<file path="src/rtl/sub_pkg.sv">
// Shared definitions for the bit-serial subtractor: FSM state encoding and default width.
package sub_pkg;

    typedef enum logic [1:0] {
        IDLE = 2'd0,
        RUN  = 2'd1,
        DONE = 2'd2
    } state_t;

    localparam int DEFAULT_WIDTH = 8;

endpackage

</file>
<file path="src/rtl/full_subtractor.sv">
// One-bit full subtractor cell: d = x - y - bin, with borrow out.
module full_subtractor (
    input  logic x,
    input  logic y,
    input  logic bin,
    output logic d,
    output logic bout
);

    assign d    = x ^ y ^ bin;
    assign bout = (~x & y) | (~(x ^ y) & bin);

endmodule

</file>
<file path="src/rtl/serial_subtractor.sv">
// Bit-serial unsigned subtractor: one full-subtractor cell processes a - b LSB first,
// one bit per clock, with a start/done handshake.
module serial_subtractor
    import sub_pkg::*;
#(
    parameter int WIDTH = DEFAULT_WIDTH
) (
    input  logic             clk,
    input  logic             rst_n,
    input  logic             start,
    input  logic [WIDTH-1:0] a,
    input  logic [WIDTH-1:0] b,
    output logic             busy,
    output logic             done,
    output logic [WIDTH-1:0] diff,
    output logic             borrow_out
);

    localparam int CW = $clog2(WIDTH);
    localparam logic [CW-1:0] LAST_BIT = CW'(WIDTH - 1);

    state_t           state;
    logic [WIDTH-1:0] a_sh;
    logic [WIDTH-1:0] b_sh;
    logic [WIDTH-1:0] res;
    logic             bor;
    logic [CW-1:0]    cnt;
    logic             d_bit;
    logic             bor_next;

    full_subtractor u_cell (
        .x    (a_sh[0]),
        .y    (b_sh[0]),
        .bin  (bor),
        .d    (d_bit),
        .bout (bor_next)
    );

    // diff/borrow_out change only on entry to DONE, so they hold through IDLE and the next RUN.
    always_ff @(posedge clk or negedge rst_n) begin
        if (!rst_n) begin
            state      <= IDLE;
            a_sh       <= '0;
            b_sh       <= '0;
            res        <= '0;
            bor        <= 1'b0;
            cnt        <= '0;
            busy       <= 1'b0;
            done       <= 1'b0;
            diff       <= '0;
            borrow_out <= 1'b0;
        end else begin
            case (state)
                IDLE, DONE: begin
                    done <= 1'b0;
                    if (start) begin
                        a_sh  <= a;
                        b_sh  <= b;
                        bor   <= 1'b0;
                        cnt   <= '0;
                        busy  <= 1'b1;
                        state <= RUN;
                    end else begin
                        busy  <= 1'b0;
                        state <= IDLE;
                    end
                end
                RUN: begin
                    a_sh <= a_sh >> 1;
                    b_sh <= b_sh >> 1;
                    res  <= {d_bit, res[WIDTH-1:1]};
                    bor  <= bor_next;
                    cnt  <= cnt + 1'b1;
                    if (cnt == LAST_BIT) begin
                        diff       <= {d_bit, res[WIDTH-1:1]};
                        borrow_out <= bor_next;
                        busy       <= 1'b0;
                        done       <= 1'b1;
                        state      <= DONE;
                    end
                end
                default: begin
                    busy  <= 1'b0;
                    done  <= 1'b0;
                    state <= IDLE;
                end
            endcase
        end
    end

endmodule

</file>
<file path="config.mk">
export PLATFORM = sky130hd
export DESIGN_NAME = serial_subtractor
export DESIGN_NICKNAME = d
export VERILOG_FILES = /design/src/rtl/sub_pkg.sv /design/src/rtl/full_subtractor.sv /design/src/rtl/serial_subtractor.sv
export SDC_FILE = /design/constraint.sdc
export NUM_CORES = 1
export LEC_CHECK = 0
export ABC_AREA = 1
export CAP_MARGIN = 5
export CORE_MARGIN = 2
export CORE_UTILIZATION = 30
export DETAILED_ROUTE_END_ITERATION = 8
export DONT_BUFFER_PORTS = 1
export PLACE_DENSITY = 0.47
export SLEW_MARGIN = 0
export SYNTH_ARGS = -nofsm -noshare
export SYNTH_HDL_FRONTEND = slang
export SYNTH_SLANG_ARGS = --single-unit
</file>
<file path="constraint.sdc">
create_clock -name clk -period 1.29 [get_ports clk]
set_clock_uncertainty 0.15 [all_clocks]
set_input_delay 0.129 -clock clk [delete_from_list [all_inputs] [get_ports clk]]
set_output_delay 0.129 -clock clk [all_outputs]
set_load 0.1 [all_outputs]
</file>
==> impl_metrics.ini <==
[route]
vias = 1507
viasPerCell = 4.37
initialDrtViolationCount = 105
drt_first_pass_iters = 4
drt-total-wl_um = 4040
drc_errors = 0
ant_nets = 0
wire_per_inst_um = 11.7

[floorplanning]
die_h_um = 82.7
dieWidth_um = 82.7
rows = 28
initial_utilization = 0.312
design.core.area_um2 = 5960
ioPinCount = 30
die_area_um2 = 6830

[cells_and_area]
nNetsFinal = 291
n_antenna_cell = 0
postLayoutCellArea_um2 = 2870
fill_cells = 563
stdcell_count = 345
area_growth_pct = 54.6
final_layout_size_suffix_gt1_frac = 0.370

[placement]
port_buffers = 0
routabilityCongestion = 0.682
hpwl_um = 2430
dpl_cell_area_um2 = 2250
dp_cells = 310

[synthesis]
synth.top_cell.area_share = 0.526
ys_types = 17
postSynthAreaPerCell_um2 = 8.48
synth_warnings = 0
syn_area_um2 = 1860
synth-seq-cells = 39
yosysSeqAreaShare = 0.526
synth_area_leaders = dfrtp_1 53%, nand2_1 14%, inv_1 7.9%, nand3_1 7.5%, o21ai_2 3.8%
synth_top_cell_by_area = dfrtp_1
syn-num-nets = 241
synthCells = 219

[global_routing]
grt_overflow = 0
grt_pass1_vias = 1427
grt_max_degree = 40
grt_pass1_wl_um = 6590
grt_use_total = 0.130
antenna_found_initial = 0

[critical_path]
worst_setup_path_start_kind = register
end_kind = register
critPathMaxStageDelay_ns = 0.53
cp_max_fo = 7
timing.rr.start = done$_DFFE_PN0P_
worst-setup-path-type = register to register
crit_arrival_ns = 1.41
cp_common_cell = nand2_8
critPathLaunch = done$_DFFE_PN0P_
crit_chain = inv_6 -> nand2_8 -> nand2_8 -> clkbuf_16 -> nand3_2 -> nand2_1
crit_slowest_cell = dfrtp_4
cp_data_required_time_ns = 1.38

[timing]
drv_slew = 0
hold_viol_final = 0
max_freq_mhz = 754
tightest_slew_ns = 0.216
period_share = 1.03
period_needed_ns = 1.33
setup_viol = 22
finalWorstSetupSlack_ns = -0.0359
max_slew_margin = 0.856
grt_setup_unrepaired = yes

[power]
p_per_area_nw_per_um2 = 2910
ir_worst_vdd_mv = 1.29
leakage_nw = 1.45

[clock_tree]
numCtsBuffers = 5
clkSlewWorstSetupHoldPaths_ns = 0.08
htreeDepth = 2
clockBufferDepth = 2
cts_tree = done
clk_latency_ns = 0.29
clkSinkCount = 39
clockRootBuffer = clkbuf_8

[run_status]
status = finished with violations
violations = setup timing

[job]
max-cap-violations = 0

[hold_path]
hp-class = primary input to asynchronous set/reset pin
placed cells by master, fill, tap and decap left out, drive strengths merged, types with 2 or more instances in the layout:
| master | count |
|---|---|
| buf | 32 |
| dfrtp | 39 |
| nand3 | 28 |
| nand2 | 74 |
| clkbuf | 8 |
| o21ai | 19 |
| nor2 | 3 |
| ha | 2 |
| inv | 42 |
| dlygate4sd3 | 18 |
routing by layer:
metal,up-vias,GRT usage,wire length [um]
met3,7,0.0370,137
li1,771,-,-
met5,-,0,0
met2,20,0.198,1940
met1,709,0.173,1880
met4,0,0.0590,81
cells by family after synthesis:
group                      count (synthesis)  synth area share
adders and majority gates                  3            0.0243
DFF                                       39             0.526
and+or+nand+nor                          106             0.255
AOI/OAI and AO/OA                         20            0.0701
buffers and inverters                     51             0.125
path summary, 6_finish.rpt:
kind / to / slack [ns] / cells after the start
min in group clk: a_sh[6]$_DFFE_PN0P_ / 0.33 / 2
worst min register to register: a_sh[6]$_DFFE_PN0P_ / 0.33 / 2
worst min-delay path: diff[2]$_DFFE_PN0P_ / 0.13 / 2
max in group asynchronous: state[0]$_DFFE_PN0P_ / 0.64 / 2
worst max register to register: a_sh[5]$_DFFE_PN0P_ / -0.04 / 6
worst max-delay path: a_sh[5]$_DFFE_PN0P_ / -0.04 / 6
what timing repair did:
action                     CTS  global route
setup endpoints to repair   30            39
hold endpoints to repair    57             0
hold buffers                19             0
resized for setup           20            51
buffers inserted             1             5
gates cloned                 0             2
pin swaps                    4            16
state kept, by name, indices dropped and copies added, names as in the netlist:
signal	cells
a_sh	8
b_sh	8
bor	1
borrow_out	1
busy	1
cnt	3
diff	8
done	1
res	7
state	1
critical path: cells and delay by family, from the launching register on:
kind	cells	cell delay (ns)
flops	1	0.53
simple gates	4	0.33
buf+inv	2	0.26
cell usage after synthesis, drive strengths merged:
| master | number |
|---|---|
| a21oi | 1 |
| buf | 9 |
| dfrtp | 39 |
| fa | 1 |
| ha | 2 |
| inv | 42 |
| nand2 | 74 |
| nand3 | 28 |
| nor2 | 3 |
| o21ai | 19 |
| or2 | 1 |
stage by stage:
stage / total power [mW] / setup WS, ns / util / hold WS, ns / setup TNS, ns
after floorplan: 5.09 / -0.164 / - / -0.317 / -3.79
after global placement: 6.42 / -0.0965 / 0.378 / -0.316 / -0.338
after detailed placement: 6.46 / -0.101 / 0.378 / -0.316 / -0.420
after CTS: 7.63 / -0.0313 / 0.438 / 0.132 / -0.338
after global routing: 9.04 / -0.0876 / 0.482 / 0.153 / -1.79
final: 8.36 / -0.0359 / 0.482 / 0.132 / -0.317
report_power, final:
part	total [mW]	switching, mW	internal [mW]
clock	0.819	0.441	0.378
sequential	2.27	0.447	1.82
combinational	5.28	3.01	2.26
area by class of cell:
cell class	instances	area (um2)	share of cell area
Inverter	42	173	0.0602
Tap cell	75	93.8	0.0327
Sequential cell	39	981	0.342
Multi-Input combinational cell	129	846	0.295
Clock inverter	2	12.5	0.00436
Timing Repair Buffer	52	692	0.241
Clock buffer	6	72.6	0.0253
Note: power is estimated with default switching activity, not from simulation.
